**src/rtl/uart_tx_arbiter.sv**
```systemverilog
// uart_tx_arbiter: arbitrates four 1-2 byte message requesters onto a single UART transmitter.
// Define TX_ARB_FIXED_PRIO_EN for fixed priority (requester 0 highest); round-robin otherwise.
module uart_tx_arbiter #(
    parameter int NUM_REQ      = 4,
    parameter int BUSY_TIMEOUT = 16
) (
    input  logic                   clk,
    input  logic                   rst,
    input  logic [NUM_REQ-1:0]     req_valid,
    input  logic [NUM_REQ-1:0]     req_len,
    input  logic [16*NUM_REQ-1:0]  req_data,
    output logic [NUM_REQ-1:0]     req_ack,
    output logic [7:0]             tx_data,
    output logic                   tx_valid,
    input  logic                   tx_busy,
    output logic                   arb_busy,
    output logic [1:0]             active_id,
    output logic                   timeout_pulse
);
    localparam logic [1:0] IDLE      = 2'd0;
    localparam logic [1:0] SEND      = 2'd1;
    localparam logic [1:0] WAIT_BUSY = 2'd2;
    localparam logic [1:0] WAIT_IDLE = 2'd3;
    localparam int TW = $clog2(BUSY_TIMEOUT + 1);

    logic [1:0]    state;
    logic          len_q;
    logic [15:0]   data_q;
    logic          byte_idx;
    logic [TW-1:0] tcnt;
    logic [1:0]    win;

`ifdef TX_ARB_FIXED_PRIO_EN
    always_comb begin
        win = '0;
        for (int k = NUM_REQ - 1; k >= 0; k--)
            if (req_valid[k]) win = 2'(k);
    end
`else
    logic [1:0] last_grant;
    // Later iterations override earlier ones, so offset 1 from last_grant ends up highest priority.
    always_comb begin
        win = '0;
        for (int k = NUM_REQ; k >= 1; k--)
            if (req_valid[last_grant + 2'(k)]) win = last_grant + 2'(k);
    end
`endif

    assign arb_busy = state != IDLE;

    always_ff @(posedge clk) begin
        if (rst) begin
            state         <= IDLE;
            tx_valid      <= 1'b0;
            tx_data       <= '0;
            req_ack       <= '0;
            timeout_pulse <= 1'b0;
            active_id     <= '0;
            byte_idx      <= 1'b0;
            tcnt          <= '0;
            len_q         <= 1'b0;
            data_q        <= '0;
`ifndef TX_ARB_FIXED_PRIO_EN
            last_grant    <= 2'd3;
`endif
        end else begin
            tx_valid      <= 1'b0;
            req_ack       <= '0;
            timeout_pulse <= 1'b0;
            case (state)
                IDLE: if (|req_valid) begin
                    req_ack    <= NUM_REQ'(1) << win;
                    len_q      <= req_len[win];
                    data_q     <= req_data[16*win +: 16];
                    active_id  <= win;
                    byte_idx   <= 1'b0;
`ifndef TX_ARB_FIXED_PRIO_EN
                    last_grant <= win;
`endif
                    state      <= SEND;
                end
                SEND: if (!tx_busy) begin
                    tx_valid <= 1'b1;
                    tx_data  <= byte_idx ? data_q[15:8] : data_q[7:0];
                    tcnt     <= '0;
                    state    <= WAIT_BUSY;
                end
                WAIT_BUSY: if (tx_busy) begin
                    state <= WAIT_IDLE;
                end else begin
                    tcnt <= tcnt + 1'b1;
                    if (tcnt == TW'(BUSY_TIMEOUT - 1)) begin
                        timeout_pulse <= 1'b1;
                        state         <= WAIT_IDLE;
                    end
                end
                WAIT_IDLE: if (!tx_busy) begin
                    byte_idx <= byte_idx < len_q ? 1'b1 : byte_idx;
                    state    <= byte_idx < len_q ? SEND : IDLE;
                end
                default: state <= IDLE;
            endcase
        end
    end
endmodule

```
**config.mk**
```make
export PLATFORM = sky130hd
export DESIGN_NAME = uart_tx_arbiter
export DESIGN_NICKNAME = d
export VERILOG_FILES = /design/src/rtl/uart_tx_arbiter.sv
export SDC_FILE = /design/constraint.sdc
export NUM_CORES = 1
export LEC_CHECK = 0
export ABC_AREA = 1
export BUFFER_PORTS_ARGS = -buffer_cell sky130_fd_sc_hd__buf_2
export CELL_PAD_IN_SITES_DETAIL_PLACEMENT = 1
export CELL_PAD_IN_SITES_GLOBAL_PLACEMENT = 1
export CORE_ASPECT_RATIO = 2
export CORE_MARGIN = 2
export CORE_UTILIZATION = 30
export DETAILED_ROUTE_END_ITERATION = 16
export PLACE_DENSITY_LB_ADDON = 0.1
export SLEW_MARGIN = 5
export SYNTH_ARGS = -nofsm -noshare
export SYNTH_HDL_FRONTEND = slang
export SYNTH_SLANG_ARGS = --single-unit
```
**constraint.sdc**
```tcl
create_clock -name clk -period 1.7 [get_ports clk]
set_clock_uncertainty 0.05 [all_clocks]
set_input_delay 0.085 -clock clk [delete_from_list [all_inputs] [get_ports clk]]
set_output_delay 0.085 -clock clk [all_outputs]
set_load 0.02 [all_outputs]
```
# Word-level counts from Yosys, hierarchy flattened

Cells that the tools add are included.

Shift-type cells: 2
Reduce and logical (&&, ||, !) cells: 13
Bitwise operators: 5
Add/subtract/negate cells: 4
Order comparisons: 6
Eq/ne operators: 10
Mux-type cells: 31

Operators by type and width:

| operator            | number |
|---|---|
| $shiftx 64x7->16    | 1 |
| $mux 2              | 9 |
| $lt 2x3->1 const B  | 5 |
| $mux 1              | 11 |
| $bmux 1 s2          | 5 |
| $mux 5              | 2 |
| $ne 2x2->1 const B  | 5 |
| $pmux 5 s2          | 1 |
| $mux 8              | 1 |
| $pmux 2 s4          | 1 |
| $reduce_and 4->1    | 2 |
| $reduce_bool 2->1   | 3 |
| $reduce_or 3->1     | 2 |
| $add 5x1->5 const B | 1 |
| $eq 5x4->1 const B  | 1 |
| $not 1->1           | 5 |
| $add 2x2->2 const B | 2 |
| $eq 2x2->1 const B  | 2 |
| $reduce_and 2->1    | 2 |
| $reduce_or 4->1     | 1 |
| $shl 1x2->4 const A | 1 |
| $ne 3x3->1 const B  | 1 |
| $reduce_and 3->1    | 1 |
| $add 2x1->2 const B | 1 |
| 5 further kinds     | 5 |

Output and inout port bits: 17
Logic and storage cells: 82
Register bits after elaboration: 43
Input port bits: 75

# Logic depth before layout (Yosys ltp)

Gate-level depths: netlist of the first run.

Word-level depth: 8
Mapped depth: 17
Mapped depth without buffers: 14

# Worst setup path after synthesis of the first run

Ideal clock, no wire load.

Path type: register -> register
Start: reg state[1]
End: reg data_q[10]
Period minus slack after synthesis: 1885 ps
Required time: 1539 ps
Path buffers: 1
Data arrival time: 1724 ps
Stages on the path, launching flop included: 11
Setup slack: -185 ps
Path through: dfxtp_1 inv_1 ha_1 inv_1 nor2_1 clkbuf_1 inv_1 nor2_2 nand3_1 nand2_1 nor2_1

Cells in the longest elaborated chain, start to end: 2

Ends and longest elaborated chain:

| item                              | line | source |
|---|---|---|
| from (decl)                       | 26   | `logic [1:0] state;` |
| from (signal assigned)            | 99   | `state <= byte_idx < len_q ? SEND : IDLE;` |
| $logic_not 2->1                   | 70   | `case (state)` |
| $reduce_and 2->1 (no source line) | -    |  |
| to (signal assigned)              | 74   | `data_q <= req_data[16*win +: 16];` |
| to (decl)                         | 28   | `logic [15:0] data_q;` |

Every way passes these cells.
A chain may end at the register's enable or synchronous reset.

# Worst setup path after layout of the first run

Start: reg last_grant[0]
End: reg data_q[7]

Cells in the longest elaborated chain, start to end: 7
Elaborated cells between the ends (all ways): 16

Ends and longest elaborated chain:

| item                                                   | line | source |
|---|---|---|
| from (decl)                                            | 40   | `logic [1:0] last_grant;` |
| from (signal assigned)                                 | 78   | `last_grant <= win;` |
| $add 2x2->2 or $bmux 1 s2 (tied branches)              | 45   | `if (req_valid[last_grant + 2'(k)]) win = last_grant + 2'(k);` |
| $bmux 1 s2 or $mux 1 (tied branches)                   | 45   |  |
| $mux 1 (implied by the code) or $mux 2 (tied branches) | 45   |  |
| $mux 2 (2 in a row)                                    | 45   |  |
| $mux 2 *                                               | 45   |  |
| $shiftx 64x7->16 *                                     | 74   |  |

Mark *: on every way between the ends. The rest lies on a longest branch, timed or not. The select of a mux whose other input is x is not followed.

==> reports/metrics.sh, run 1 <==
IRDROPWORSTVDD_uV=951
CHIPHEIGHT_UM=137
CRIT_ARRIVAL_NS=2.02
POST_SYNTH_INSTANCE_AREA_UM2=2650
GRT_FIRST_PASS_WIRELENGTH_MM=14.8
DETAILEDPLACEMENTHPWL_MM=6.80
INITIAL_UTILIZATION_PCT=30.9
FINALWORSTPATHREQUIREDPERIOD_NS=1.88
DETAIL_ROUTE.DRC_VIOLATIONS=0
ANTENNADIODECOUNT=0
POSTSYNTHAREAPERCELL_UM2=6.19
MOSTFREQUENTLAYOUTCELL='sky130_fd_sc_hd__buf_2'
PLACE.PORT_BUFFERS=91
WORST_SKEW_PAIR.LATE_LATENCY_NS=0.29
CPMAXSTAGEDELAYCELL='sky130_fd_sc_hd__dfxtp_4'
LAYOUT-DRIVE-GT1-SHARE_PCT=40.7
COUNT_OF_DIFFERENT_CELL_MASTERS_AFTER_SYNTHESIS=29
NFILLCELLS=1151
NUMCTSBUFFERS=5
SYN_NETS=509
AREA_GROWTH_SYN_TO_LAYOUT_PCT=51.7
SETUP_TOTAL_NEGATIVE_SLACK_NS=-1.70
WORST_PATH_DOMINANT_CELL_FAMILY='simple AND/OR/NAND/NOR gates'
SYNTH_SEQ_AREA_SHARE_PCT=32.5
TOTAL_POWER_mW=9.52
CRITPATHKIND='reg2reg'
MAXCAPVIOLATIONS=0
AVGROUTEDWIREPERCELL_UM=14.6
P_PER_AREA_nW_PER_UM2=2370
CLK_PIN_SLEW_NS=0.06
POSTROUTEWIRELENGTH_MM=9.42
POSTLAYOUTSETUPSLACKWORST_NS=-0.179
SLEW_VIOL_FINAL=0
FINALNETCOUNT=625
ROUTE.DETAILED.VIAS_PER_INST=4.83
WORSTMARGINPINSLEW_NS=0.461
MAX_FREQ_GHz=0.532
INTERNAL_REG_TO_REG_SETUP_SLACK_NS=-0.18
CP_NUM_BUF_INV=3
TRITONCTS='built'
PLACED_AREA_UM2=3340
CLOCKBUFFERDEPTH=2
NUM_ROWS=48
GRT_MAX_DEGREE=30
CORE_AREA_UM2=8590
WORSTREG2REGSTART='last_grant[0]$_SDFFE_PP1N_'
CTS-ROOT-BUF='sky130_fd_sc_hd__clkbuf_16'
MOSTFREQUENTLAYOUTCELLS='sky130_fd_sc_hd__buf_2 (91), sky130_fd_sc_hd__nand2_1 (77), sky130_fd_sc_hd__inv_1 (68), sky130_fd_sc_hd__dfxtp_1 (40)'
POSTSYNTHREGISTERBITS=43
DIEAREA_UM2=9650
HOLD_PATH.CLASS='in2reg'
GRT-OVFL-TOTAL=0
CRIT_PATH_FREQUENT_CELL='sky130_fd_sc_hd__nand2_4'
YOSYSWARNINGS=0
CRIT_PATH_END_KIND='flop'
HOLD_PATH_DEPTH=2
FINALNONFILLERCELLS=645
HOLD_START='rst'
ANTENNA_FOUND_INITIAL=0
MIN_PERIOD_OVER_PERIOD_PCT=111
SETUP.WORST_PATH.START_CLASS='flop'
SYNTHCELLS=428
LAYOUT.CELL_AREA.NON_FILLER_UM2=4020
RELSLEWSLACK_PCT=69.2
MET2_WIRELENGTH_MM=5.58
WORSTHOLDENDPOINT='req_ack[1]$_SDFF_PP0_'
FINALHOLDVIOLATIONS=0
RSZ0062_AT_GRT='yes'
CP_MAX_FO=8
CELLLEAKAGEPOWER_nW=2.14
FAILED_CHECKS='negative setup slack'
TOP_LAYER='met4'
WORST_R2R_PATH_DEPTH=13
INITIALDRTVIOLATIONCOUNT=66
REPORT.FINAL.SETUP_VIOL=18
ANTENNA_VIOLATING_NETS_POST_ROUTE=0
CRITPATHREQUIREDTIME_NS=1.84
R2R_END='data_q[7]$_SDFFE_PP0N_'
NUMPLACEDINSTANCES=625
RUN_STATUS='finished with violations'
FIRSTDRTPASSITERS=4
TRACK_USAGE_PCT=19.1
CLOCK-SINKS=43
MET3_LENGTH_UM=216
GRT_PASS1_VIAS=3222
FLOORPLAN.IO_PINS=92
PLACE_WORST_SETUP_SLACK_NS=-0.310
VIAS_AFTER_DETAILED_ROUTING=3117
DIE-WIDTH_UM=70.5
CTS_MAX_LEVEL=2
ORDERED_LIST_OF_CELLS_ON_THE_WORST_PATH='nand2_1, nand3_2, nand2_1, inv_1, nand2_4, nand2_4, nand2_4, nand2_8, clkinv_8, clkbuf_16, nand2_2, and3b_1, nor2_1'
DRT-MET1-WL_MM=3.45
GP_CONGESTION=0.832
CRITPATHMAXSTAGEDELAY_NS=0.43
[worst max-delay path by stage]
stage	cells after the start	endpoint	from	slack, ns
after detailed placement	8	req_ack[3]$_SDFF_PP0_	state[1]$_SDFFE_PP0P_	-0.31
after global routing	13	data_q[7]$_SDFFE_PP0N_	last_grant[0]$_SDFFE_PP1N_	-0.26
final	13	data_q[7]$_SDFFE_PP0N_	last_grant[0]$_SDFFE_PP1N_	-0.18
after global placement	8	req_ack[3]$_SDFF_PP0_	state[1]$_SDFFE_PP0P_	-0.26
after CTS	15	data_q[9]$_SDFFE_PP0N_	last_grant[0]$_SDFFE_PP1N_	-0.05
after floorplan	15	data_q[0]$_SDFFE_PP0N_	last_grant[0]$_SDFFE_PP1N_	0.001
[kinds of logic (layout without fill, tap and decap cells)]
| group | Yosys count | count (layout) | synth area share (%) |
|---|---|---|---|
| AOI/OAI and AO/OA | 52 | 52 | 10.1 |
| DFF | 43 | 43 | 32.5 |
| adders and majority gates | 6 | 6 | 2.83 |
| and+or+nand+nor | 232 | 232 | 39.1 |
| buffers and inverters | 95 | 212 | 15.5 |
[per-layer routing]
metal  global-route usage, %  vias to the layer above
li1                        -                     1567
met1                    20.7                     1479
met2                    37.4                       60
met3                    1.77                       11
met4                    6.73                        0
met5                       0                        -
[power by group]
group / internal (mW) / switching [mW]
logic: 3.15 / 3.87
registers: 1.33 / 0.190
clock network: 0.549 / 0.431
[timing repair]
| item | 4_1_cts | 5_1_grt |
|---|---|---|
| pin swaps | 4 | 18 |
| hold buffers | 0 | 0 |
| gates cloned | 1 | 4 |
| gates resized for setup | 38 | 62 |
| endpoints found under the setup margin | 27 | 29 |
| buffers inserted | 4 | 3 |
[registers in the layout, summed over array words and instances, names as in the netlist]
signal / flops
active_id: 2
tcnt: 5
byte_idx: 1
state: 2
tx_data: 8
len_q: 1
tx_valid: 1
req_ack: 4
last_grant: 2
timeout_pulse: 1
data_q: 16
[synth_stat cells, drive strengths merged]
| cell | number | area (µm²) |
|---|---|---|
| a211oi | 1 | 7.51 |
| a21oi | 33 | 165 |
| a22oi | 1 | 7.51 |
| and3b | 9 | 78.8 |
| buf | 12 | 96.3 |
| clkbuf | 8 | 30.0 |
| dfxtp | 43 | 861 |
| ha | 6 | 75.1 |
| inv | 75 | 284 |
| nand2 | 119 | 467 |
| nand3 | 58 | 303 |
| nor2 | 39 | 149 |
| nor3 | 4 | 20.0 |
| nor3b | 1 | 7.51 |
| nor4 | 1 | 6.26 |
| o211ai | 1 | 7.51 |
| o21ai | 16 | 80.1 |
| or2 | 1 | 6.26 |
[cell type report]
type | count | area (µm²) | share of cell area (%)
timing repair buffer | 129 | 891 | 22.1
sequential | 43 | 870 | 21.6
clock buffer | 5 | 125 | 3.11
inverter | 75 | 308 | 7.65
clock inverter | 3 | 23.8 | 0.591
multi-input combinational | 290 | 1680 | 41.8
tap | 100 | 125 | 3.11
[metrics by stage]
step	hold slack, ns	util (%)
floorplan	0.263	-
global placement	0.329	38.9
detailed placement	0.329	38.9
CTS	0.0210	43.0
global route	0.0305	46.8
finish	0.0125	46.8
(Power assumes the default switching activity.)
==> run 2, diff against run 1 <==
- BUFFER_PORTS_ARGS: -buffer_cell sky130_fd_sc_hd__buf_2 -> default
- CORE_UTILIZATION: 30 -> 38
- DONT_BUFFER_PORTS: default -> 1
- HOLD_SLACK_MARGIN: default -> 0.12
==> run 2 against run 1 <==
The flow still finishes with violations (negative setup slack). Flip-flop and latch count unchanged. Largest cell class unchanged. Critical path type unchanged. Clock-buffer cell count up 1. Register-to-register slack better by 0.02 ns. Global-route usage up 5.6 points.
==> reports/metrics.sh, run 2 (synthesis gave the netlist of run 1 again) <==
WORST_R2R_PATH_DEPTH=13  # unchanged
HOLD_START='req_data[30]'  # was rst
RSZ0062_AT_GRT='yes'  # unchanged
GP_CONGESTION=0.786  # was 0.832
DETAILEDPLACEMENTHPWL_MM=5.71  # was 6.80 mm
GRT_FIRST_PASS_WIRELENGTH_MM=15.1  # was 14.8 mm
AREA_GROWTH_SYN_TO_LAYOUT_PCT=52.5  # was 51.7%
POSTROUTEWIRELENGTH_MM=10.2  # was 9.42 mm
TRACK_USAGE_PCT=24.6  # was 19.1%
TOTAL_POWER_mW=9.67  # was 9.52 mW
GRT_PASS1_VIAS=3303  # was 3,222
DIE-WIDTH_UM=63.1  # was 70.5 µm
R2R_END='data_q[2]$_SDFFE_PP0N_'  # was data_q[7]$_SDFFE_PP0N_
NFILLCELLS=862  # was 1,151
MAX_FREQ_GHz=0.539  # was 0.532 GHz
GRT-OVFL-TOTAL=0  # unchanged
CTS_MAX_LEVEL=2  # unchanged
CRIT_ARRIVAL_NS=1.98  # was 2.02 ns
CRIT_PATH_END_KIND='flop'  # unchanged
VIAS_AFTER_DETAILED_ROUTING=3062  # was 3,117
ANTENNA_FOUND_INITIAL=0  # unchanged
NUM_ROWS=43  # was 48
SETUP.WORST_PATH.START_CLASS='flop'  # unchanged
FINALWORSTPATHREQUIREDPERIOD_NS=1.85  # was 1.88 ns
NUMCTSBUFFERS=5  # unchanged
AVGROUTEDWIREPERCELL_UM=17.2  # was 14.6 µm
WORSTMARGINPINSLEW_NS=0.726  # was 0.461 ns
LAYOUT-DRIVE-GT1-SHARE_PCT=23.5  # was 40.7%
IRDROPWORSTVDD_uV=1580  # was 951 µV
MAXCAPVIOLATIONS=0  # unchanged
TOP_REGISTER='data_q'  # unchanged
CTS-ROOT-BUF='sky130_fd_sc_hd__clkbuf_16'  # unchanged
MOSTFREQUENTLAYOUTCELL='sky130_fd_sc_hd__nand2_1'  # was sky130_fd_sc_hd__buf_2
LARGEST_REGISTER_FF_COUNT=16  # unchanged
FINALHOLDWORSTSLACK_NS=0.0923  # was 0.0125 ns
RELSLEWSLACK_PCT=51.4  # was 69.2%
GRT_MAX_DEGREE=24  # was 30
DETAIL_ROUTE.DRC_VIOLATIONS=0  # unchanged
HOLD_PATH_DEPTH=6  # was 2
RUN_STATUS='finished with violations'  # unchanged
INITIALDRTVIOLATIONCOUNT=131  # was 66
FINALNETCOUNT=584  # was 625
FINALHOLDVIOLATIONS=0  # unchanged
INITIAL_UTILIZATION_PCT=38.8  # was 30.9%
SLEW_VIOL_FINAL=0  # unchanged
AREA_OF_THE_MULTI_INPUT_GATES_UM2=1640  # was 1680 µm²
MIN_PERIOD_OVER_PERIOD_PCT=109  # was 111%
REG.LARGEST.LIST='data_q x16, tx_data x8, tcnt x5'  # unchanged
WORSTHOLDENDPOINT='data_q[14]$_SDFFE_PP0N_'  # was req_ack[1]$_SDFF_PP0_
FINAL-SEQ-AREA_UM2=872  # was 870 µm²
FLOORPLAN.IO_PINS=92  # unchanged
CRITPATHREQUIREDTIME_NS=1.83  # was 1.84 ns
FIRSTDRTPASSITERS=4  # unchanged
NUMPLACEDINSTANCES=522  # was 625
ANTENNA_VIOLATING_NETS_POST_ROUTE=0  # unchanged
DIEAREA_UM2=7700  # was 9650 µm²
POSTLAYOUTSETUPSLACKWORST_NS=-0.154  # was -0.179 ns
WORST_SKEW_PAIR.LATE_LATENCY_NS=0.28  # was 0.29 ns
REPORT.FINAL.SETUP_VIOL=19  # was 18
WORSTREG2REGSTART='last_grant[0]$_SDFFE_PP1N_'  # unchanged
HOLD_PATH.CLASS='in2reg'  # unchanged
CLOCK-SINKS=43  # unchanged
TRITONCTS='built'  # unchanged
P_PER_AREA_nW_PER_UM2=2390  # was 2370 nW/µm²
ANTENNADIODECOUNT=0  # unchanged
CP_MAX_FO=10  # was 8
MOSTFREQUENTLAYOUTCELLS='sky130_fd_sc_hd__nand2_1 (85), sky130_fd_sc_hd__inv_1 (67), sky130_fd_sc_hd__dlygate4sd3_1 (50), sky130_fd_sc_hd__nand3_1 (39), sky130_fd_sc_hd__dfxtp_1 (38)'  # was sky130_fd_sc_hd__buf_2 (91), sky130_fd_sc_hd__nand2_1 (77), sky130_fd_sc_hd__inv_1 (68), sky130_fd_sc_hd__dfxtp_1 (40)
CHIPHEIGHT_UM=122  # was 137 µm
CLOCKBUFFERDEPTH=2  # unchanged
CRITPATHKIND='reg2reg'  # unchanged
INTERNAL_REG_TO_REG_SETUP_SLACK_NS=-0.15  # was -0.18 ns
CELLLEAKAGEPOWER_nW=1.97  # was 2.14 nW
ROUTE.DETAILED.VIAS_PER_INST=5.16  # was 4.83
PLACE.PORT_BUFFERS=0  # was 91
FAILED_CHECKS='negative setup slack'  # unchanged
CLK_PIN_SLEW_NS=0.06  # about the same
FINALNONFILLERCELLS=593  # was 645
CORE_AREA_UM2=6830  # was 8590 µm²
[run 2: cell types whose count changed in the layout (fill, tap and decap cells not counted), sizes merged]
cell         change
buf             -90
dlygate4sd3     +50
clkinvlp         -3
bufinv           +1
[run 2: layer usage]
layer / vias to the layer above / share of wire (%) / GRT usage [%] / routed length [µm]
met5: - / 0 / 0 / 0
met1: 1486 / 37 / 25.2 / 3830
li1: 1475 / - / - / -
met4: 0 / 1.8 / 7.92 / 186
met3: 15 / 3.8 / 4.25 / 389
met2: 86 / 57 / 49.0 / 5820
[run 2: final cells by class]
class,instances,share of cell area (%)
multi-input cells,290,40.5
flip-flops and latches,43,21.6
clock buffers,6,3.19
inverters,75,7.58
clock inverters,1,0.743
well taps,90,2.78
repair buffers,88,23.6
[run 2: worst max path at each step]
stage,start,end,slack [ns]
finish,last_grant[0]$_SDFFE_PP1N_,data_q[2]$_SDFFE_PP0N_,-0.15
global route,last_grant[0]$_SDFFE_PP1N_,data_q[2]$_SDFFE_PP0N_,-0.22
CTS,last_grant[0]$_SDFFE_PP1N_,data_q[2]$_SDFFE_PP0N_,-0.03
detailed placement,last_grant[0]$_SDFFE_PP1N_,data_q[4]$_SDFFE_PP0N_,-0.31
global placement,last_grant[0]$_SDFFE_PP1N_,data_q[7]$_SDFFE_PP0N_,-0.20
floorplan,last_grant[0]$_SDFFE_PP1N_,data_q[0]$_SDFFE_PP0N_,0.001
[run 2: timing repair]
item                                    4_1_cts  5_1_grt
endpoints found under the hold margin        41       15
endpoints found under the setup margin       24       31
buffers inserted                              7        2
cloned                                        2        2
pin swaps                                    16       18
hold buffers                                 47        4
resized for setup                            57       33
[run 2: report_power, final]
| group | total, mW | leakage (nW) | switching, mW | internal, mW |
|---|---|---|---|---|
| logic | 6.96 | 1.54 | 3.85 | 3.11 |
| clock network | 1.07 | 0.0769 | 0.383 | 0.686 |
| registers | 1.65 | 0.355 | 0.313 | 1.34 |
| total | 9.67 | 1.97 | 4.54 | 5.13 |
[run 2: stage by stage]
stage,area [µm²],setup WS (ns),utilization [%],setup TNS (ns)
after detailed placement,2890,-0.306,42.2,-4.83
after global placement,2890,-0.203,42.2,-2.97
after global routing,4040,-0.218,59.2,-3.62
after floorplan,2660,0.00119,-,0
after CTS,3830,-0.0305,56.0,-0.264
final,4040,-0.154,59.2,-1.56
[run 2: worst max-delay path, cell delays in order (launching register included)]
cell	delay (ns)
sky130_fd_sc_hd__dfxtp_4	0.42
sky130_fd_sc_hd__inv_8	0.06
sky130_fd_sc_hd__nand2_1	0.07
sky130_fd_sc_hd__nand3_2	0.09
sky130_fd_sc_hd__nand2_2	0.09
sky130_fd_sc_hd__inv_2	0.05
sky130_fd_sc_hd__nand2_4	0.09
sky130_fd_sc_hd__nand3_4	0.11
sky130_fd_sc_hd__nand2_8	0.17
sky130_fd_sc_hd__clkinv_8	0.09
sky130_fd_sc_hd__buf_16	0.15
sky130_fd_sc_hd__nand2_1	0.06
sky130_fd_sc_hd__and3b_1	0.18
sky130_fd_sc_hd__nor2_1	0.05
